## config.mk

```make
export PLATFORM = sky130hd
export DESIGN_NAME = hv_encoder_seq
export DESIGN_NICKNAME = d
export VERILOG_FILES = /design/src/rtl/hv_enc_ctrl_pkg.sv /design/src/rtl/hv_inst_mem.sv /design/src/rtl/hv_encoder_seq.sv
export SDC_FILE = /design/constraint.sdc
export NUM_CORES = 1
export LEC_CHECK = 0
export BUFFER_PORTS_ARGS = -buffer_cell sky130_fd_sc_hd__buf_4
export CELL_PAD_IN_SITES_DETAIL_PLACEMENT = 0
export CELL_PAD_IN_SITES_GLOBAL_PLACEMENT = 1
export CORE_ASPECT_RATIO = 0.5
export CORE_MARGIN = 1.5
export CORE_UTILIZATION = 56
export CTS_CLUSTER_DIAMETER = 40
export DETAILED_ROUTE_END_ITERATION = 8
export PLACE_DENSITY_LB_ADDON = 0.3
export SLEW_MARGIN = 20
export SYNTH_ARGS = -nofsm -noshare
export SYNTH_HDL_FRONTEND = slang
export SYNTH_SLANG_ARGS = --single-unit
```

## constraint.sdc

```tcl
create_clock -name clk_i -period 4.1 [get_ports clk_i]
set_input_delay 1.025 -clock clk_i [delete_from_list [all_inputs] [get_ports clk_i]]
set_output_delay 1.025 -clock clk_i [all_outputs]
set_load 0.05 [all_outputs]
```

## src/rtl/hv_enc_ctrl_pkg.sv

```systemverilog
// Encoder control-word field layout and sequencer state type for the HV encoder sequencer.
package hv_enc_ctrl_pkg;

    localparam int unsigned CtrlBits = 35;

    // Field positions are LSB-first, in encoder port order.
    localparam int unsigned AluMuxALsb     = 0;   localparam int unsigned AluMuxAW     = 2;
    localparam int unsigned AluMuxBLsb     = 2;   localparam int unsigned AluMuxBW     = 2;
    localparam int unsigned AluOpsLsb      = 4;   localparam int unsigned AluOpsW      = 2;
    localparam int unsigned AluShiftAmtLsb = 6;   localparam int unsigned AluShiftAmtW = 7;
    localparam int unsigned BundMuxALsb    = 13;  localparam int unsigned BundMuxAW    = 2;
    localparam int unsigned BundMuxBLsb    = 15;  localparam int unsigned BundMuxBW    = 2;
    localparam int unsigned BundValidALsb  = 17;  localparam int unsigned BundValidAW  = 1;
    localparam int unsigned BundValidBLsb  = 18;  localparam int unsigned BundValidBW  = 1;
    localparam int unsigned BundClrALsb    = 19;  localparam int unsigned BundClrAW    = 1;
    localparam int unsigned BundClrBLsb    = 20;  localparam int unsigned BundClrBW    = 1;
    localparam int unsigned RegMuxLsb      = 21;  localparam int unsigned RegMuxW      = 2;
    localparam int unsigned RegRdAddrALsb  = 23;  localparam int unsigned RegRdAddrAW  = 2;
    localparam int unsigned RegRdAddrBLsb  = 25;  localparam int unsigned RegRdAddrBW  = 2;
    localparam int unsigned RegWrAddrLsb   = 27;  localparam int unsigned RegWrAddrW   = 2;
    localparam int unsigned RegWrEnLsb     = 29;  localparam int unsigned RegWrEnW     = 1;
    localparam int unsigned QhvWenLsb      = 30;  localparam int unsigned QhvWenW      = 1;
    localparam int unsigned QhvClrLsb      = 31;  localparam int unsigned QhvClrW      = 1;
    localparam int unsigned QhvMuxLsb      = 32;  localparam int unsigned QhvMuxW      = 2;
    localparam int unsigned QhvAmLoadLsb   = 34;  localparam int unsigned QhvAmLoadW   = 1;

    localparam logic [CtrlBits-1:0] CtrlOne = 1;

    // Enables that must be suppressed while an instruction is stalled.
    localparam logic [CtrlBits-1:0] EnableMask =
        (CtrlOne << BundValidALsb) | (CtrlOne << BundValidBLsb) |
        (CtrlOne << BundClrALsb)   | (CtrlOne << BundClrBLsb)   |
        (CtrlOne << RegWrEnLsb)    | (CtrlOne << QhvWenLsb)     |
        (CtrlOne << QhvClrLsb)     | (CtrlOne << QhvAmLoadLsb);

    typedef enum logic {
        IDLE = 1'b0,
        RUN  = 1'b1
    } seq_state_e;

endpackage

```

## src/rtl/hv_inst_mem.sv

```systemverilog
// Instruction store: one synchronous write port, one asynchronous read port, no data reset.
module hv_inst_mem
    import hv_enc_ctrl_pkg::*;
#(
    parameter int unsigned Depth     = 32,
    parameter int unsigned Width     = CtrlBits + 2,
    parameter int unsigned AddrWidth = $clog2(Depth)
) (
    input  logic                 clk_i,
    input  logic                 wr_en_i,
    input  logic [AddrWidth-1:0] wr_addr_i,
    input  logic [Width-1:0]     wr_data_i,
    input  logic [AddrWidth-1:0] rd_addr_i,
    output logic [Width-1:0]     rd_data_o
);

    logic [Width-1:0] mem [Depth];

    always_ff @(posedge clk_i) begin
        if (wr_en_i) begin
            mem[wr_addr_i] <= wr_data_i;
        end
    end

    assign rd_data_o = mem[rd_addr_i];

endmodule

```

## src/rtl/hv_encoder_seq.sv

```systemverilog
// Micro-program sequencer replaying host-loaded control words onto the HV encoder,
// with item-memory wait and query-HV back-pressure stalls.
module hv_encoder_seq
    import hv_enc_ctrl_pkg::*;
#(
    parameter  int unsigned InstDepth = 32,
    parameter  int unsigned IterWidth = 16,
    parameter  int unsigned CtrlWidth = CtrlBits,
    localparam int unsigned InstWidth = CtrlWidth + 2,
    localparam int unsigned AddrWidth = $clog2(InstDepth)
) (
    input  logic                 clk_i,
    input  logic                 rst_ni,
    input  logic                 inst_wr_en_i,
    input  logic [AddrWidth-1:0] inst_wr_addr_i,
    input  logic [InstWidth-1:0] inst_wr_data_i,
    input  logic                 start_i,
    input  logic                 abort_i,
    input  logic [AddrWidth:0]   prog_len_i,
    input  logic [IterWidth-1:0] num_iter_i,
    input  logic                 im_valid_i,
    output logic                 im_ready_o,
    input  logic                 qhv_valid_i,
    output logic [CtrlWidth-1:0] ctrl_o,
    output logic                 busy_o,
    output logic                 done_o
);

    seq_state_e           state_q;
    logic [AddrWidth-1:0] pc_q;
    logic [IterWidth-1:0] iter_q;
    logic [AddrWidth:0]   prog_len_q;
    logic [IterWidth-1:0] num_iter_q;
    logic                 done_q;

    logic [InstWidth-1:0] inst;
    logic [CtrlWidth-1:0] word;
    logic                 run;
    logic                 im_req;
    logic                 stall;
    logic                 last_pc;
    logic                 last_iter;
    logic                 unused_last;

    hv_inst_mem #(
        .Depth     (InstDepth),
        .Width     (InstWidth),
        .AddrWidth (AddrWidth)
    ) u_inst_mem (
        .clk_i     (clk_i),
        .wr_en_i   (inst_wr_en_i && state_q == IDLE),
        .wr_addr_i (inst_wr_addr_i),
        .wr_data_i (inst_wr_data_i),
        .rd_addr_i (pc_q),
        .rd_data_o (inst)
    );

    assign run         = (state_q == RUN);
    assign word        = inst[CtrlWidth-1:0];
    assign im_req      = inst[CtrlWidth];
    assign unused_last = inst[InstWidth-1];
    assign stall       = (im_req && !im_valid_i) || (word[QhvWenLsb] && qhv_valid_i);
    assign last_pc     = ({1'b0, pc_q} == prog_len_q - 1'b1);
    assign last_iter   = (iter_q == num_iter_q - 1'b1);

    always_comb begin
        ctrl_o = '0;
        if (run) begin
            ctrl_o = stall ? (word & ~CtrlWidth'(EnableMask)) : word;
        end
    end

    assign im_ready_o = run && im_req && !stall;
    assign busy_o     = run;
    assign done_o     = done_q;

    always_ff @(posedge clk_i or negedge rst_ni) begin
        if (!rst_ni) begin
            state_q    <= IDLE;
            pc_q       <= '0;
            iter_q     <= '0;
            prog_len_q <= '0;
            num_iter_q <= '0;
            done_q     <= 1'b0;
        end else begin
            done_q <= 1'b0;
            if (abort_i) begin
                state_q <= IDLE;
                pc_q    <= '0;
                iter_q  <= '0;
            end else begin
                case (state_q)
                    IDLE: begin
                        if (start_i) begin
                            if (prog_len_i != '0 && num_iter_i != '0) begin
                                state_q    <= RUN;
                                pc_q       <= '0;
                                iter_q     <= '0;
                                prog_len_q <= prog_len_i;
                                num_iter_q <= num_iter_i;
                            end else begin
                                done_q <= 1'b1;
                            end
                        end
                    end
                    RUN: begin
                        if (!stall) begin
                            if (last_pc) begin
                                pc_q <= '0;
                                if (last_iter) begin
                                    state_q <= IDLE;
                                    iter_q  <= '0;
                                    done_q  <= 1'b1;
                                end else begin
                                    iter_q <= iter_q + 1'b1;
                                end
                            end else begin
                                pc_q <= pc_q + 1'b1;
                            end
                        end
                    end
                    default: state_q <= IDLE;
                endcase
            end
        end
    end

endmodule
```

## Word level (Yosys, flattened, before mapping)

Memories as Yosys holds them, arrays and structs flattened.
Index checks and enable logic that the tools add are counted.

| storage, ports and cells | value |
|---|---|
| register bits after elaboration | 45 |
| bits in writable memories | 1184 |
| output and inout port bits | 38 |
| word-level logic and storage cells | 64 |
| memories kept | 1 |

Memories:

| name | words | bits a word | read ports | clocked after Yosys merged registers in | write ports | line | source |
|---|---|---|---|---|---|---|---|
| u_inst_mem.mem | 32 | 37 | 1 | 0 | 1 | hv_inst_mem.sv:17 | `logic [Width-1:0] mem [Depth];` |

| operators by class | value |
|---|---|
| $add $sub $neg | 4 |
| equal/unequal tests | 6 |
| mux-type cells | 31 |
| bitwise logic cells | 2 |
| reductions and logical operators | 14 |

Operators by type and width:

| cell | number |
|---|---|
| $mux 16 | 6 |
| $mux 35 | 2 |
| $pmux 16 s2 | 1 |
| $mux 5 | 5 |
| $add 16x1->16 const B | 1 |
| $eq 16x16->1 | 1 |
| $reduce_bool 16->1 | 1 |
| $sub 16x1->16 const B | 1 |
| $mux 1 | 14 |
| $pmux 5 s2 | 1 |
| $reduce_and 4->1 | 2 |
| $eq 5x6->1 | 1 |
| $logic_and 1x1->1 | 6 |
| $ne 3x2->1 const B | 2 |
| $ne 3x3->1 const B | 2 |
| $reduce_bool 6->1 | 1 |
| $sub 6x1->6 const B | 1 |
| $add 5x1->5 const B | 1 |
| $pmux 1 s2 | 2 |
| $reduce_and 3->1 | 1 |
| $logic_not 1->1 | 2 |
| $not 1->1 | 2 |
| $logic_or 1x1->1 | 1 |

## Depth between registers and ports, before layout

Gate-level depths: netlist of the first run.

| depth | value |
|---|---|
| depth after elaboration | 7 |
| gate-level depth with buffers | 13 |

## Modules after synthesis

Synthesis of the first run repeated with hierarchy kept, for this count alone.

| unflattened totals | value |
|---|---|
| cell total of the unflattened synthesis | 2911 |
| area total of the unflattened synthesis | 49316.0 um^2 |

Modules (own cells, without submodules):

| module | times used | cells each | area each (um^2) |
|---|---|---|---|
| hv_inst_mem | 1 | 2568 | 46096.7 |
| hv_encoder_seq | 1 | 343 | 3219.3 |

## Worst setup path before layout of the first run

No wires, ideal clock.

| timing | value |
|---|---|
| kind | register to output |
| start | register pc_q[0] |
| end | output port ctrl_o[30] |
| arrival | 3649 ps |
| required time | 3075 ps |
| setup slack | -574 ps |
| cell stages (with the launch flop) | 12 |
| buffers on the path | 4 |
| cells stage by stage | dfrtp_1 -> buf_2 -> buf_2 -> buf_2 -> mux2i_1 -> a22oi_1 -> nand3_1 -> nand2_1 -> o21ba_2 -> or3_1 -> clkbuf_1 -> nor4_1 |

| on the way | value |
|---|---|
| word-level cells in the longest chain between the ends | 5 |
| elaborated cells on any way between the ends | 6 |
| classes of those cells | 2 x mux; 3 x reduce/logical; 1 x memory |

RTL lines:

| what | line | source |
|---|---|---|
| start, declared | hv_encoder_seq.sv:30 | `logic [AddrWidth-1:0] pc_q;` |
| start signal, assigned | hv_encoder_seq.sv:118 | `pc_q <= pc_q + 1'b1;` |
| $mem_v2 32x37 (*) | n/a |  |
| $logic_and 1x1->1 | hv_encoder_seq.sv:62 | `assign stall = (im_req && !im_valid_i) \|\| (word[QhvWenLsb] && qhv_valid_i);` |
| $logic_or 1x1->1 | hv_encoder_seq.sv:62 |  |
| $mux 35 (*) | hv_encoder_seq.sv:69 | `ctrl_o = stall ? (word & ~CtrlWidth'(EnableMask)) : word;` |
| $mux 35 (*) | hv_encoder_seq.sv:68 | `if (run) begin` |
| end, declared | hv_encoder_seq.sv:24 | `output logic [CtrlWidth-1:0] ctrl_o,` |

Mark *: on every way between the ends. The rest lies on a longest branch, timed or not.

## Worst setup path in the final report of the first run

| timing | value |
|---|---|
| start | register pc_q[0] |
| end | output port ctrl_o[23] |

| on the way | value |
|---|---|
| word-level cells in the longest chain between the ends | 3 |

RTL lines:

| what | line |
|---|---|
| $mem_v2 32x37 | n/a |
| $mux 35 | hv_encoder_seq.sv:69 |
| $mux 35 | hv_encoder_seq.sv:68 |

No other way between the ends.

==> run summary, run 1 <==
Worst Hold Class = primary input to asynchronous set/reset pin
Final Max Tran Viols = 0
Max_cap viols = 0
Clock buffers created by TritonCTS = 107
Startpoint type of the worst setup path = flop
Seq/Total Area, Yosys = 0.764
Setup CP Type = flop to output port
Final period util = 1.07
Crit path required time = 3070 ps
Pwr Density = 470 nW/um^2
Initial DRC count = 3572
Critical path endpoint category = output port
Combinational share of power = 0.082
Routed wire length = 114 mm
Yosys warnings = 0
Main combinational cell family by area after synthesis = multiplexers
ANT cells = 0
Final #Nets = 2394
Max frequency = 228 MHz
Non-Filler Instances = 3511
Status = finished, violations left
DRT Pass-1 Iters = 5
Switching pwr = 5.77 mW
Pre-CTS WS = 195 ps
Synth Register Bits = 1197
Global-route wire length before repair = 163 mm
Fin. Hold Viols = 0
Slew HR = 0.356
Clock sinks = 1197
Placed Cells = 3264
Sum Neg Setup Slack = -5890 ps
Syn Nets = 2135
H-tree lvl count = 3
Crit Reg-Reg Startpoint = num_iter_q[2]$_DFFE_PN0P_
Layout area overhead = 17.2%
CP arrival = 3360 ps
Adder-cell share of the synthesized area = 0.00107
Remaining antenna violation count = 0
Final count of negative-setup-slack endpoints = 36
# DRC = 0
IO buf count = 107
CP Max Fanout = 8
Int Pwr = 20.0 mW
Mapped Area = 46700 um^2
Proportion of layout cells with a drive suffix above 1 = 0.358
# rows = 74
Number of enable flip-flop cells after synthesis = 1152
RSZ-0062 raised after global routing = yes
Detailed placement HPWL = 56.6 mm
Clock slew at reported path FFs = 60 ps
Vias in the first global route = 22800
# fillers = 5009
Async set-or-reset flop fraction in the synthesized netlist = 0.0376
Synthesized netlist cell count = 2060
Die area = 85300 um^2
Slowest-stage cell, CP = mux4_2
Final worst slack = -287 ps
GRT Util Overall = 0.269
CP most frequent cell = buf_12
Ys flop type = edfxtp_1
Die height = 207 um
Yosys cell types = 56
Complex-gate fraction of the synthesized area = 0.0109
Failing checks = negative setup slack
Lkg Pwr = 17.0 nW
CTS root buf = clkbuf_16
Starting Density = 0.569
Crit-path cells = buf_12, buf_12, buf_12, buf_16, mux4_2, mux4_2, mux2i_1, nor2_1, buf_6
Tightest Pin Transition = 966 ps
Maximum vdd drop = 0.330 mV
Syn Area/Cell = 22.7 um^2
Sequential power share = 0.529
GP Congestion = 0.792
Worst skew pair latency = 720 ps
I/O pin count = 109
Sw Ratio = 0.224
Post-Synth XOR/XNOR Area = 0.00543
CORE AREA = 82100 um^2
Critical Path Start = pc_q[0]$_DFFE_PN0P_
Bufs on Longest Clock Path = 3
Min cycle time layout = 4390 ps
Via-to-Cell Ratio = 6.61
Initial antenna violation count = 0
Worst hold slack = 314 ps
Largest net degree at the start of global routing = 100
Die Wd = 412 um
DR vias = 23200
Total gr overflow = 0
Clock power frac = 0.389
Multiplexer area fraction after synthesis = 0.184
Slowest stage delay, CP = 550 ps
Final setup skew = 29.2 ps
CTS tree = done
R2R Setup Slk = 810 ps
Simple-gate area share of the yosys netlist = 0.0245
Wire per inst = 32.4 um
## Yosys cell counts, drive strengths merged, types with 2 or more instances
master   count  area [um^2]
a2111oi      2         17.5
a211oi       2         15.0
a21oi       11         55.1
a221o        5         50.1
a22o         9         78.8
a22oi       10         75.1
a31o         2         17.5
a31oi        2         12.5
and2         2         12.5
and3        15         93.8
buf         41          208
clkbuf      61          229
dfrtp       45         1130
edfxtp    1152        34600
ha           4         50.1
inv          7         26.3
mux2        23          259
mux2i       64          641
mux4       342         7700
nand2       24         90.1
nand2b       8         50.1
nand3       23          115
nand3b       5         37.5
nand4        5         31.3
nor2        86          323
nor2b       11         68.8
nor3        10         61.3
nor3b        2         15.0
nor4        12         96.3
o211ai       8         60.1
o21ai        9         45.0
o31ai        4         30.0
or2          3         18.8
or3          6         42.5
or4          5         45.0
xnor2       15          131
xor2        14          123
## power by group through the flow
stage	Combinational, mW	Sequential [mW]	Clock (mW)
floorplan	1.13	13.9	0
global placement	1.72	13.9	0
detailed placement	1.74	13.9	0
CTS	2.06	13.6	10.1
global route	2.23	13.6	10.6
finish	2.10	13.6	10.0
## state kept, by name, indices dropped and copies added (netlist names)
signal,count
done_o,1
prog_len_q,6
iter_q,16
pc_q,5
num_iter_q,16
busy_o,1
u_inst_mem.mem,1152
## layer usage
metal  GRT usage  vias to the layer above  routed length, um
met5           0                        -                  0
met4      0.0615                        0               2180
met3      0.0562                      153              12300
met2       0.407                     1335              53400
met1       0.410                    12400              45600
li1            -                     9297                  -
## stage by stage
| stage | power, mW | util | area (um^2) |
|---|---|---|---|
| 2_1_floorplan | 15.0 | - | 46800 |
| 3_3_place_gp | 15.6 | 0.607 | 49900 |
| 3_5_place_dp | 15.6 | 0.607 | 49900 |
| 4_1_cts | 25.8 | 0.664 | 54600 |
| 5_1_grt | 26.5 | 0.667 | 54800 |
| 6_report | 25.7 | 0.667 | 54800 |
## worst paths after layout
| kind | to | depth (start not counted) |
|---|---|---|
| worst min-delay path | iter_q[8]$_DFFE_PN0P_ | 1 |
| worst max-delay path | ctrl_o[23] | 9 |
| worst max register to register | iter_q[12]$_DFFE_PN0P_ | 8 |
| max in group asynchronous | pc_q[1]$_DFFE_PN0P_ | 1 |
| min in group clk_i | done_o$_DFF_PN0_ | 2 |
| worst min register to register | num_iter_q[15]$_DFFE_PN0P_ | 1 |
## cell type report
class,count,area [um^2],area share
sequential,1197,35700,0.652
multi-input combinational,754,11000,0.201
timing repair buffer,252,3130,0.0571
clock buffer,129,2800,0.0512
tap,1102,1380,0.0252
clock inverter,70,684,0.0125
inverter,7,26.3,0.000480
## worst max-delay path, delay by kind of cell, from the launching register on
kind | cells | cell delay, ps
buf+inv | 5 | 770
mux | 3 | 1270
flops | 1 | 520
simple gates | 1 | 80
## cells in the final DEF, fill, tap and decap left out, types with 6 or more instances in the layout
master / n
edfxtp_1: 1152
mux4_2: 342
buf_4: 137
clkbuf_16: 113
mux2i_1: 54
buf_6: 45
nor2_1: 43
dfrtp_1: 40
nor2_4: 38
buf_12: 35
buf_16: 26
nand2_1: 23
mux2_2: 23
nand3_1: 22
clkbuf_1: 20
clkinv_2: 16
clkinv_1: 16
and3_1: 15
xnor2_1: 15
xor2_1: 14
clkinvlp_4: 12
a22oi_1: 10
nor2b_1: 10
a21oi_1: 9
o21ai_0: 9
nor3_1: 9
a22o_1: 9
nand2b_1: 8
nor4_1: 8
o211ai_1: 8
bufinv_16: 7
inv_1: 6
mux2i_4: 6
## cells by family (layout without fill, tap and decap cells)
group | count (synthesis) | after routing
DFF | 1197 | 1197
muxes | 429 | 429
and+or+nand+nor | 222 | 222
buffers and inverters | 109 | 458
AOI/OAI and AO/OA | 70 | 70
xor gates and xnor gates | 29 | 29
adders and majority gates | 4 | 4
## timing repair
action | CTS | global route
resized for setup | 117 | 26
endpoints found under the setup margin | 36 | 36
setup buffers | 25 | 5
hold buffers | 0 | 0
cloned | 18 | 6
pin swaps | 7 | 8
No activity file was read; power rests on OpenSTA's default activity.
==> inputs of run 2 (changes only) <==
- ABC_AREA: not set -> 1
- CORE_UTILIZATION: 56 -> 23
- SKIP_CTS_REPAIR_TIMING: not set -> 1
==> run summary, run 2 <==
Mapped Area = 48200 um^2
CP most frequent cell = buf_12
Global-route wire length before repair = 218 mm
Complex-gate fraction of the synthesized area = 0.116
Regs by FF count = u_inst_mem.mem: 1152 flops, iter_q: 16 flops, num_iter_q: 16 flops
CP arrival = 3150 ps
Worst skew pair latency = 800 ps
Fin. Hold Viols = 0
# DRC = 0
I/O pin count = 109
R2R Setup Slk = 740 ps
Max_cap viols = 0
Critical path endpoint category = output port
Slowest stage delay, CP = 570 ps
Sequential power share = 0.458
Final period util = 1.02
Pre-CTS WS = 335 ps
Setup CP Type = flop to output port
Starting Density = 0.232
Total power = 29.7 mW
Crit-path cells = buf_12, buf_16, nor2_4, buf_12, buf_4, a22oi_1, o21ai_0, nand2_1, nand3_1, o21ai_1, nor2_2, buf_6
Async set-or-reset flop fraction in the synthesized netlist = 0.0376
CTS root buf = clkbuf_16
Final count of negative-setup-slack endpoints = 15
Detailed placement HPWL = 77.3 mm
GP Congestion = 0.740
Yosys warnings = 0
Cell Area, Placed = 53100 um^2
Ys flop type = edfxtp_1
Min cycle time layout = 4180 ps
Commonest non-fill, non-tap cell in the layout = edfxtp_1
Slew HR = 0.399
Clock slew at reported path FFs = 50 ps
CTS tree = done
Synth area leader = edfxtp_1
RSZ-0062 raised after global routing = yes
Crit path required time = 3070 ps
Max frequency = 239 MHz
Synth area leaders = edfxtp_1 (72%), o21ai_0 (5.1%), nor2_1 (4.3%)
Commonest cells post-synth = edfxtp_1 (1152), nor2_1 (558), o21ai_0 (489)
Clock sinks = 1197
Via-to-Cell Ratio = 4.69
Synth Register Bits = 1197
Switching pwr = 7.18 mW
Seq/Total Area, Yosys = 0.741
Post-synth top area share = 0.718
Util after Layout = 0.291
Number of cells on the critical path = 12
Slowest-stage cell, CP = dfrtp_4
Multiplexer area fraction after synthesis = 0.000441
Largest net degree at the start of global routing = 101
Worst hold slack = 296 ps
Pwr Density = 491 nW/um^2
Status = finished, violations left
IO buf count = 107
Die Wd = 650 um
Worst Hold Class = primary input to asynchronous set/reset pin
Die height = 327 um
Routed wire length = 163 mm
Maximum vdd drop = 0.332 mV
H-tree lvl count = 4
DRT Pass-1 Iters = 5
Final #Nets = 4057
Fin area = 60500 um^2
# rows = 118
Final setup skew = 59.9 ps
Final worst slack = -78.0 ps
Combinational share of power = 0.087
WP buf/inv = 5
Simple-gate area share of the yosys netlist = 0.103
Failing checks = negative setup slack
DR vias = 32200
Proportion of layout cells with a drive suffix above 1 = 0.170
Yosys cell types = 49
Layout area overhead = 25.5%
R2R depth = 7
Int Pwr = 22.5 mW
Sw Ratio = 0.242
Remaining antenna violation count = 0
Main combinational cell family by area after synthesis = compound AO/OA/AOI/OAI gates
Wire per inst = 23.7 um
Clock buffers created by TritonCTS = 152
Total gr overflow = 0
# fillers = 21000
Final Max Tran Viols = 0
CP Max Fanout = 15
Vias in the first global route = 30700
Cell with the most instances after synthesis = edfxtp_1
Most flops, register = u_inst_mem.mem
Post-Synth XOR/XNOR Area = 0.00628
Lkg Pwr = 20.1 nW
Adder-cell share of the synthesized area = 0.00104
Clock power frac = 0.454
Syn Nets = 3828
Tightest Pin Transition = 901 ps
Syn Area/Cell = 12.8 um^2
Startpoint type of the worst setup path = flop
Initial antenna violation count = 4
CORE AREA = 208000 um^2
Number of enable flip-flop cells after synthesis = 1152
Bufs on Longest Clock Path = 3
Top delay family on crit path = buffers and inverters
Synthesized netlist cell count = 3753
Max FFs per register = 1152
Die area = 212000 um^2
GRT Util Overall = 0.140
Commonest non-fill, non-tap cells in the layout = edfxtp_1 (1152), nor2_1 (508), nand2_1 (454)
Initial DRC count = 3024
run 2: changes by cell type after synthesis, moves of 66 or more:
cell,previous run,this run
o21ai_0,9,489
nor2_1,86,558
inv_1,7,81
o221ai_1,1,82
nand2_1,24,461
mux4_2,342,0
a22oi_1,10,76
o22ai_1,0,90
nand3_1,23,134
a21oi_1,11,124
run 2: cell type report:
type | instances | area [um^2] | share of cell area
Inverter | 88 | 389 | 0.00643
Clock buffer | 177 | 3980 | 0.0658
Timing Repair Buffer | 313 | 4060 | 0.0672
Tap cell | 2760 | 3450 | 0.0571
Clock inverter | 99 | 1130 | 0.0187
Antenna cell | 4 | 10.0 | 0.000165
Sequential cell | 1197 | 35700 | 0.591
Multi-Input combinational cell | 2226 | 11700 | 0.193
Timing Repair inverter | 4 | 63.8 | 0.00105
run 2: cells by family (layout without fill, tap and decap cells):
logic type,count (synthesis),count (layout)
and+or+nand+nor,1228,1228
DFF,1197,1197
AOI/OAI and AO/OA,959,959
buffers and inverters,330,681
xor gates and xnor gates,33,33
adders and majority gates,4,4
muxes,2,2
other,0,4
run 2: worst register-to-register path, stage by stage, from the launching register on:
cell and delay, ps:
dfrtp_2 920, inv_1 640, nor2_1 780, a21oi_1 180
nand3_2 360, inv_2 220, nand2_1 120, nand2_1 50
run 2: per-stage QoR:
step | TNS, ps | cells
2_1_floorplan | 0 | 3753
3_3_place_gp | 0 | 6501
3_5_place_dp | 0 | 6501
4_1_cts | -13800 | 6777
5_1_grt | -4570 | 6868
6_report | -546 | 6868
run 2: final timing paths:
check                                            endpoint                 startpoint
worst max-delay path                            ctrl_o[5]        pc_q[0]$_DFFE_PN0P_
max in group asynchronous                busy_o$_DFF_PN0_                     rst_ni
worst max register to register      iter_q[7]$_DFFE_PN0P_           busy_o$_DFF_PN0_
worst min register to register  num_iter_q[0]$_DFFE_PN0P_  num_iter_q[0]$_DFFE_PN0P_
worst min-delay path               iter_q[11]$_DFFE_PN0P_                     rst_ni
min in group clk_i              num_iter_q[0]$_DFFE_PN0P_  num_iter_q[0]$_DFFE_PN0P_
run 2: power by group through the flow:
| stage | registers, mW | logic [mW] | clock network [mW] |
|---|---|---|---|
| floorplan | 13.8 | 1.31 | 0 |
| global placement | 13.9 | 2.08 | 0 |
| detailed placement | 13.9 | 2.12 | 0 |
| CTS | 13.6 | 2.13 | 13.8 |
| global route | 13.6 | 2.82 | 14.2 |
| finish | 13.6 | 2.60 | 13.5 |
run 2: routing by layer:
| layer | up-vias | share of wire | track usage |
|---|---|---|---|
| li1 | 14400 | - | - |
| met1 | 16500 | 0.45 | 0.191 |
| met2 | 1031 | 0.47 | 0.229 |
| met3 | 244 | 0.057 | 0.0206 |
| met4 | 2 | 0.025 | 0.0475 |
| met5 | - | 0.000080 | 0 |
